==> config.mk <==
export PLATFORM = sky130hd
export DESIGN_NAME = led_pattern_monitor
export DESIGN_NICKNAME = d
export VERILOG_FILES = /design/src/rtl/led_pattern_monitor.sv
export SDC_FILE = /design/constraint.sdc
export NUM_CORES = 1
export LEC_CHECK = 0
export CAP_MARGIN = 20
export CORE_MARGIN = 2
export CORE_UTILIZATION = 25
export CTS_CLUSTER_SIZE = 40
export DETAILED_ROUTE_END_ITERATION = 8
export GPL_TIMING_DRIVEN = 1
export PLACE_DENSITY = 0.49
export REMOVE_ABC_BUFFERS = 1
export SYNTH_ARGS = -nofsm -noshare
export SYNTH_HDL_FRONTEND = slang
export SYNTH_SLANG_ARGS = --single-unit
==> constraint.sdc <==
create_clock -name clk -period 2.65 [get_ports clk]
set_input_delay 0.53 -clock clk [delete_from_list [all_inputs] [get_ports clk]]
set_output_delay 0.53 -clock clk [all_outputs]
set_load 0.01 [all_outputs]
==> src/rtl/led_pattern_monitor.sv <==
// Decodes a one-hot LED bus back into position, step delta, direction and step
// timing, flagging non-one-hot patterns, illegal steps and stalls.
module led_pattern_monitor #(
    parameter int unsigned PERIOD_W = 32,
    parameter int unsigned COUNT_W  = 16,
    parameter int unsigned TIMEOUT  = 4000000
) (
    input  logic                clk,
    input  logic                rst_n,
    input  logic [7:0]          led_in,
    input  logic                clear,
    output logic [2:0]          pos,
    output logic                pos_valid,
    output logic                step_valid,
    output logic [2:0]          step_delta,
    output logic                dir,
    output logic [PERIOD_W-1:0] period,
    output logic [COUNT_W-1:0]  step_count,
    output logic                err_onehot,
    output logic                err_step,
    output logic                stall
);

    localparam int unsigned LED_W = 8;
    localparam int unsigned IDX_W = 3;
    localparam logic [PERIOD_W-1:0] CYC_MAX  = '1;
    localparam logic [PERIOD_W-1:0] STALL_AT = PERIOD_W'(TIMEOUT - 1);

    typedef enum logic {
        IDLE  = 1'b0,
        TRACK = 1'b1
    } state_e;

    state_e              state_q, state_d;
    logic [LED_W-1:0]    s1_q, s2_q;
    logic [LED_W-1:0]    last_q, last_d;
    logic [PERIOD_W-1:0] cyc_q, cyc_d;
    logic [IDX_W-1:0]    pos_q, pos_d;
    logic                pos_valid_q, pos_valid_d;
    logic                step_valid_q, step_valid_d;
    logic [IDX_W-1:0]    step_delta_q, step_delta_d;
    logic                dir_q, dir_d;
    logic [PERIOD_W-1:0] period_q, period_d;
    logic [COUNT_W-1:0]  step_count_q, step_count_d;
    logic                err_onehot_q, err_onehot_d;
    logic                err_step_q, err_step_d;
    logic                stall_q, stall_d;

    logic                change_c;
    logic                onehot_c;
    logic [IDX_W-1:0]    new_idx_c;
    logic [IDX_W-1:0]    raw_c;
    logic                legal_c;

    // Index of the highest set bit; only meaningful when the value is one-hot.
    function automatic logic [IDX_W-1:0] encode(input logic [LED_W-1:0] v);
        logic [IDX_W-1:0] idx;
        idx = '0;
        for (int i = 0; i < int'(LED_W); i++) begin
            if (v[i]) begin
                idx = IDX_W'(i);
            end
        end
        return idx;
    endfunction

    assign change_c  = (s2_q != last_q);
    assign onehot_c  = (s2_q != '0) && ((s2_q & (s2_q - LED_W'(1))) == '0);
    assign new_idx_c = encode(s2_q);
    assign raw_c     = new_idx_c - pos_q;
    assign legal_c   = (raw_c == 3'd1) || (raw_c == 3'd2) ||
                       (raw_c == 3'd6) || (raw_c == 3'd7);

    // Next-state and output logic; sticky flags and counters honour clear first.
    always_comb begin
        state_d      = state_q;
        last_d       = change_c ? s2_q : last_q;
        cyc_d        = cyc_q;
        pos_d        = pos_q;
        pos_valid_d  = pos_valid_q;
        step_valid_d = 1'b0;
        step_delta_d = step_delta_q;
        dir_d        = dir_q;
        period_d     = clear ? '0 : period_q;
        step_count_d = clear ? '0 : step_count_q;
        err_onehot_d = err_onehot_q & ~clear;
        err_step_d   = err_step_q & ~clear;
        stall_d      = stall_q & ~clear;

        unique case (state_q)
            IDLE: begin
                if (change_c) begin
                    if (onehot_c) begin
                        pos_d       = new_idx_c;
                        pos_valid_d = 1'b1;
                        cyc_d       = '0;
                        stall_d     = 1'b0;
                        state_d     = TRACK;
                    end else begin
                        err_onehot_d = 1'b1;
                    end
                end
            end
            TRACK: begin
                if (change_c) begin
                    stall_d = 1'b0;
                    if (onehot_c) begin
                        pos_d        = new_idx_c;
                        step_valid_d = 1'b1;
                        step_delta_d = raw_c;
                        step_count_d = step_count_d + COUNT_W'(1);
                        period_d     = (cyc_q == CYC_MAX) ? CYC_MAX : cyc_q + PERIOD_W'(1);
                        cyc_d        = '0;
                        if (!legal_c) begin
                            err_step_d = 1'b1;
                        end
                        if (raw_c == 3'd2) begin
                            dir_d = 1'b0;
                        end else if (raw_c == 3'd6) begin
                            dir_d = 1'b1;
                        end
                    end else begin
                        err_onehot_d = 1'b1;
                        pos_valid_d  = 1'b0;
                        state_d      = IDLE;
                    end
                end else begin
                    cyc_d = (cyc_q == CYC_MAX) ? CYC_MAX : cyc_q + PERIOD_W'(1);
                    if ((cyc_q >= STALL_AT) && !clear) begin
                        stall_d = 1'b1;
                    end
                end
            end
            default: state_d = IDLE;
        endcase
    end

    always_ff @(posedge clk or negedge rst_n) begin
        if (!rst_n) begin
            state_q      <= IDLE;
            s1_q         <= '0;
            s2_q         <= '0;
            last_q       <= '0;
            cyc_q        <= '0;
            pos_q        <= '0;
            pos_valid_q  <= 1'b0;
            step_valid_q <= 1'b0;
            step_delta_q <= '0;
            dir_q        <= 1'b0;
            period_q     <= '0;
            step_count_q <= '0;
            err_onehot_q <= 1'b0;
            err_step_q   <= 1'b0;
            stall_q      <= 1'b0;
        end else begin
            state_q      <= state_d;
            s1_q         <= led_in;
            s2_q         <= s1_q;
            last_q       <= last_d;
            cyc_q        <= cyc_d;
            pos_q        <= pos_d;
            pos_valid_q  <= pos_valid_d;
            step_valid_q <= step_valid_d;
            step_delta_q <= step_delta_d;
            dir_q        <= dir_d;
            period_q     <= period_d;
            step_count_q <= step_count_d;
            err_onehot_q <= err_onehot_d;
            err_step_q   <= err_step_d;
            stall_q      <= stall_d;
        end
    end

    assign pos        = pos_q;
    assign pos_valid  = pos_valid_q;
    assign step_valid = step_valid_q;
    assign step_delta = step_delta_q;
    assign dir        = dir_q;
    assign period     = period_q;
    assign step_count = step_count_q;
    assign err_onehot = err_onehot_q;
    assign err_step   = err_step_q;
    assign stall      = stall_q;

endmodule
==> results.py <==
metrics = {
    "timing": {
        "tightest_slew_ps": 760,
        "slew_headroom_pct": 49.3,
        "setup_viol": 0,
        "finalCritPeriodShare_pct": 95.3,
        "final_max_slew_viol_count": 0,
        "min_period_ps": 2530,
        "finalSetupTns_ps": 0,
        "hold_viol_final": 0,
        "clock_skew_ps": 7.20,
        "hold_slack_ps": 135,
        "fmaxAchievable_ghz": 0.396,
    },
    "worst_setup_path": {
        "r2r-end": "step_count[8]",
        "cp_slowest_stage_delay_ps": 580,
        "cp_top_family": "simple AND/OR/NAND/NOR gates",
        "critPathCaptureType": "flop",
        "critical_path_class": "reg2reg",
        "cp.required_ps": 2950,
        "r2r_cells": 6,
        "crit_buf_inv": 1,
        "r2r-start": "s2_q[0]",
        "regToRegSetupSlack_ps": 120,
        "worst-path-max-fanout": 26,
        "worstPathArrival_ps": 2830,
        "slowest_stage": "or4_4",
        "start_kind": "flop",
        "path_cells": "or4_4, nor4_2, o31ai_2, buf_4, or4_1, mux2_2",
    },
    "clock_tree": {
        "clk-insertion-delay-late_ps": 420,
        "clockBufferDepth": 2,
        "clk_pin_slew_ps": 60,
        "cts_tree": "done",
        "cts_buffers": 17,
        "htreeDepth": 4,
        "postCtsHoldBufs": 0,
        "cts_sinks": 117,
        "clockRootBuffer": "clkbuf_16",
    },
    "final_layout": {
        "layoutNonFillerInstCount": 1041,
        "fin_nets": 719,
        "synthToLayoutAreaGrowth_pct": 30.8,
        "drive_gt1_share_pct": 15.3,
        "fillers": 2533,
        "final_cell_area_um2": 8120,
        "antenna_cells": 0,
    },
    "logic_synthesis": {
        "yosys-top-cells-area": "dfrtp_1, mux2i_1, nand2b_1",
        "ys_ff_latch": 117,
        "yosys_warnings": 0,
        "synth.yosys.seq_area_share_pct": 47.1,
        "postSynthCellCount": 626,
        "syn_area_um2": 6210,
        "synth_edf_count": 0,
        "ys.flop_type": "dfrtp_1",
        "synth-async-reset-ratio_pct": 100,
        "synth_top_area_cell": "dfrtp_1",
        "post_synth_num_cell_types": 65,
        "synth_top_cell_area_share_pct": 47.1,
        "avgSynthCellArea_um2": 9.92,
    },
    "floorplan": {
        "dieArea_um2": 26100,
        "core_area_um2": 24400,
        "rows": 57,
        "io_pins": 71,
        "die_h_um": 162,
        "start_util_pct": 25.5,
        "die_w_um": 162,
    },
    "detailed_routing": {
        "vias": 5094,
        "wl_per_cell_um": 16.6,
        "ant_nets": 0,
        "drt-initial-drc-count": 377,
        "wirelength_mm": 17.3,
        "first_pass_iters": 5,
        "met3WireLength_um": 696,
        "top_layer_used": "met4",
        "drc_errors": 0,
        "vias_per_cell": 4.89,
        "wl_met2_mm": 7.85,
        "wl_met1_mm": 8.49,
    },
    "power_and_ir_drop": {
        "irDropWorstVdd_mv": 0.401,
        "pwr_density_cell_nw_per_um2": 570,
        "leakagePower_nw": 3.25,
    },
    "global_route": {
        "grt_pass1_wl_mm": 28.7,
        "grt-ovfl-total": 0,
        "grt_pass1_vias": 5104,
        "grt_max_degree": 46,
        "grt_antenna_before_repair": 0,
        "grt_usage_pct": 13.9,
    },
    "run": {
        "maxCapViolations": 0,
    },
    "placement": {
        "dpl.hpwl_mm": 12.1,
        "port_buffers": 70,
        "placed_cell_area_um2": 7460,
        "dp.cells": 1007,
        "gp_congestion": 0.781,
    },
    "status": {
        "outcome": "finished clean",
    },
    "hold_path": {
        "holdCritPathClass": "in2async",
    },
}
-- where the power goes --
| part | internal [mW] | total (mW) | switching, mW | leakage (nW) |
|---|---|---|---|---|
| clock | 1.58 | 2.47 | 0.893 | 0.308 |
| combinational | 0.138 | 0.283 | 0.145 | 1.38 |
| sequential | 1.83 | 1.87 | 0.0443 | 1.56 |
-- cells by family (layout without fill, tap and decap cells) --
group	count (synthesis)	after routing	share of synthesized area, %
adder cells (fa/ha/maj)	5	5	1.09
flip-flops	117	117	47.1
XOR/XNOR	20	20	2.82
AND/OR/NAND/NOR	243	243	22.3
multiplexers	43	43	7.17
AO/OA/AOI/OAI	119	119	13.7
buffers and inverters	79	170	5.76
-- cell type report --
class / instances / area (um2) / area share, %
Clock buffer: 17 / 425 / 5.24
Multi-Input combinational cell: 430 / 2960 / 36.4
Inverter: 24 / 97.6 / 1.20
Timing Repair Buffer: 114 / 1110 / 13.7
Clock inverter: 15 / 200 / 2.46
Sequential cell: 117 / 2930 / 36.0
Tap cell: 324 / 405 / 4.99
-- worst max path at each step --
stage	startpoint	endpoint	slack [ps]	depth (start not counted)
global route	s2_q[1]	err_step	-20	13
global placement	s2_q[0]	pos[0]	120	5
detailed placement	s2_q[0]	pos[0]	110	5
CTS	s2_q[0]	pos[0]	100	5
finish	s2_q[0]	step_count[8]	120	6
floorplan	cyc_q[0]	cyc_q[16]	-420	6
-- cells in the final DEF (no fill, tap or decap), types with 3 or more instances in the layout --
master / netlist / final
inv_6: 0 / 5
xor2_1: 9 / 9
o31ai_1: 21 / 21
or3_1: 4 / 4
clkbuf_16: 0 / 17
nand3_1: 22 / 22
nor3_1: 35 / 33
clkdlybuf4s50_1: 0 / 68
nor4_1: 23 / 23
clkinv_2: 0 / 4
and3_1: 13 / 13
o32ai_1: 3 / 3
nor2b_1: 10 / 10
buf_4: 3 / 38
bufinv_16: 0 / 4
o22ai_1: 4 / 4
o21ai_0: 16 / 16
inv_1: 22 / 22
o31a_1: 6 / 6
a21o_1: 4 / 4
a211oi_1: 3 / 3
nand2b_1: 40 / 40
buf_12: 0 / 7
and4_1: 6 / 6
o21ai_2: 6 / 6
ha_1: 3 / 3
o21a_1: 3 / 3
mux2i_1: 34 / 34
dfrtp_1: 117 / 117
a21oi_1: 26 / 26
nand4_1: 19 / 19
o2bb2ai_1: 3 / 3
xnor2_1: 11 / 10
or4_1: 12 / 12
a31oi_1: 4 / 4
nor2_1: 26 / 26
nand2_1: 20 / 20
mux2_2: 8 / 8
-- registers in the layout, summed over array words and instances (netlist names), named ones only --
name and count:
err_step 1, dir 1, s1_q 8, step_delta 3, period 32, last_q 8, step_valid 1, err_onehot 1
step_count 16, s2_q 8, pos_valid 1, stall 1, pos 3, cyc_q 32
-- through the flow --
stage / utilization [%] / total power, mW / setup slack [ps]
CTS: 33.1 / 4.69 / 98.1
floorplan: - / 2.01 / -420
detailed placement: 30.6 / 2.18 / 107
global route: 33.3 / 4.80 / -15.7
finish: 33.3 / 4.63 / 125
global placement: 30.6 / 2.18 / 117
-- cell usage after synthesis, types with 3 or more instances --
cell type and instances:
a211oi_1 3, a21o_1 4, a21oi_1 26, a31oi_1 4, and3_1 13, and4_1 6, buf_2 5, buf_4 3
buf_6 5, clkbuf_1 40, dfrtp_1 117, ha_1 3, inv_1 22, mux2_2 8, mux2i_1 34, nand2_1 20
nand2b_1 40, nand3_1 22, nand4_1 19, nor2_1 26, nor2b_1 10, nor3_1 35, nor4_1 23, o21a_1 3
o21ai_0 16, o21ai_2 6, o22ai_1 4, o2bb2ai_1 3, o31a_1 6, o31ai_1 21, o32ai_1 3, or3_1 4
or4_1 12, xnor2_1 11, xor2_1 9
-- layer usage --
| metal | vias up | GRT usage, % |
|---|---|---|
| li1 | 2454 | - |
| met2 | 115 | 21.3 |
| met3 | 19 | 3.24 |
| met5 | - | 0 |
| met1 | 2506 | 19.6 |
| met4 | 0 | 4.14 |
-- what timing repair did --
| item | CTS | global route |
|---|---|---|
| setup endpoints to repair | 0 | 19 |
| buffers inserted | 0 | 2 |
| hold endpoints to repair | 0 | 0 |
| gates resized for setup | 0 | 4 |
Note: power is estimated with default switching activity, not from simulation.
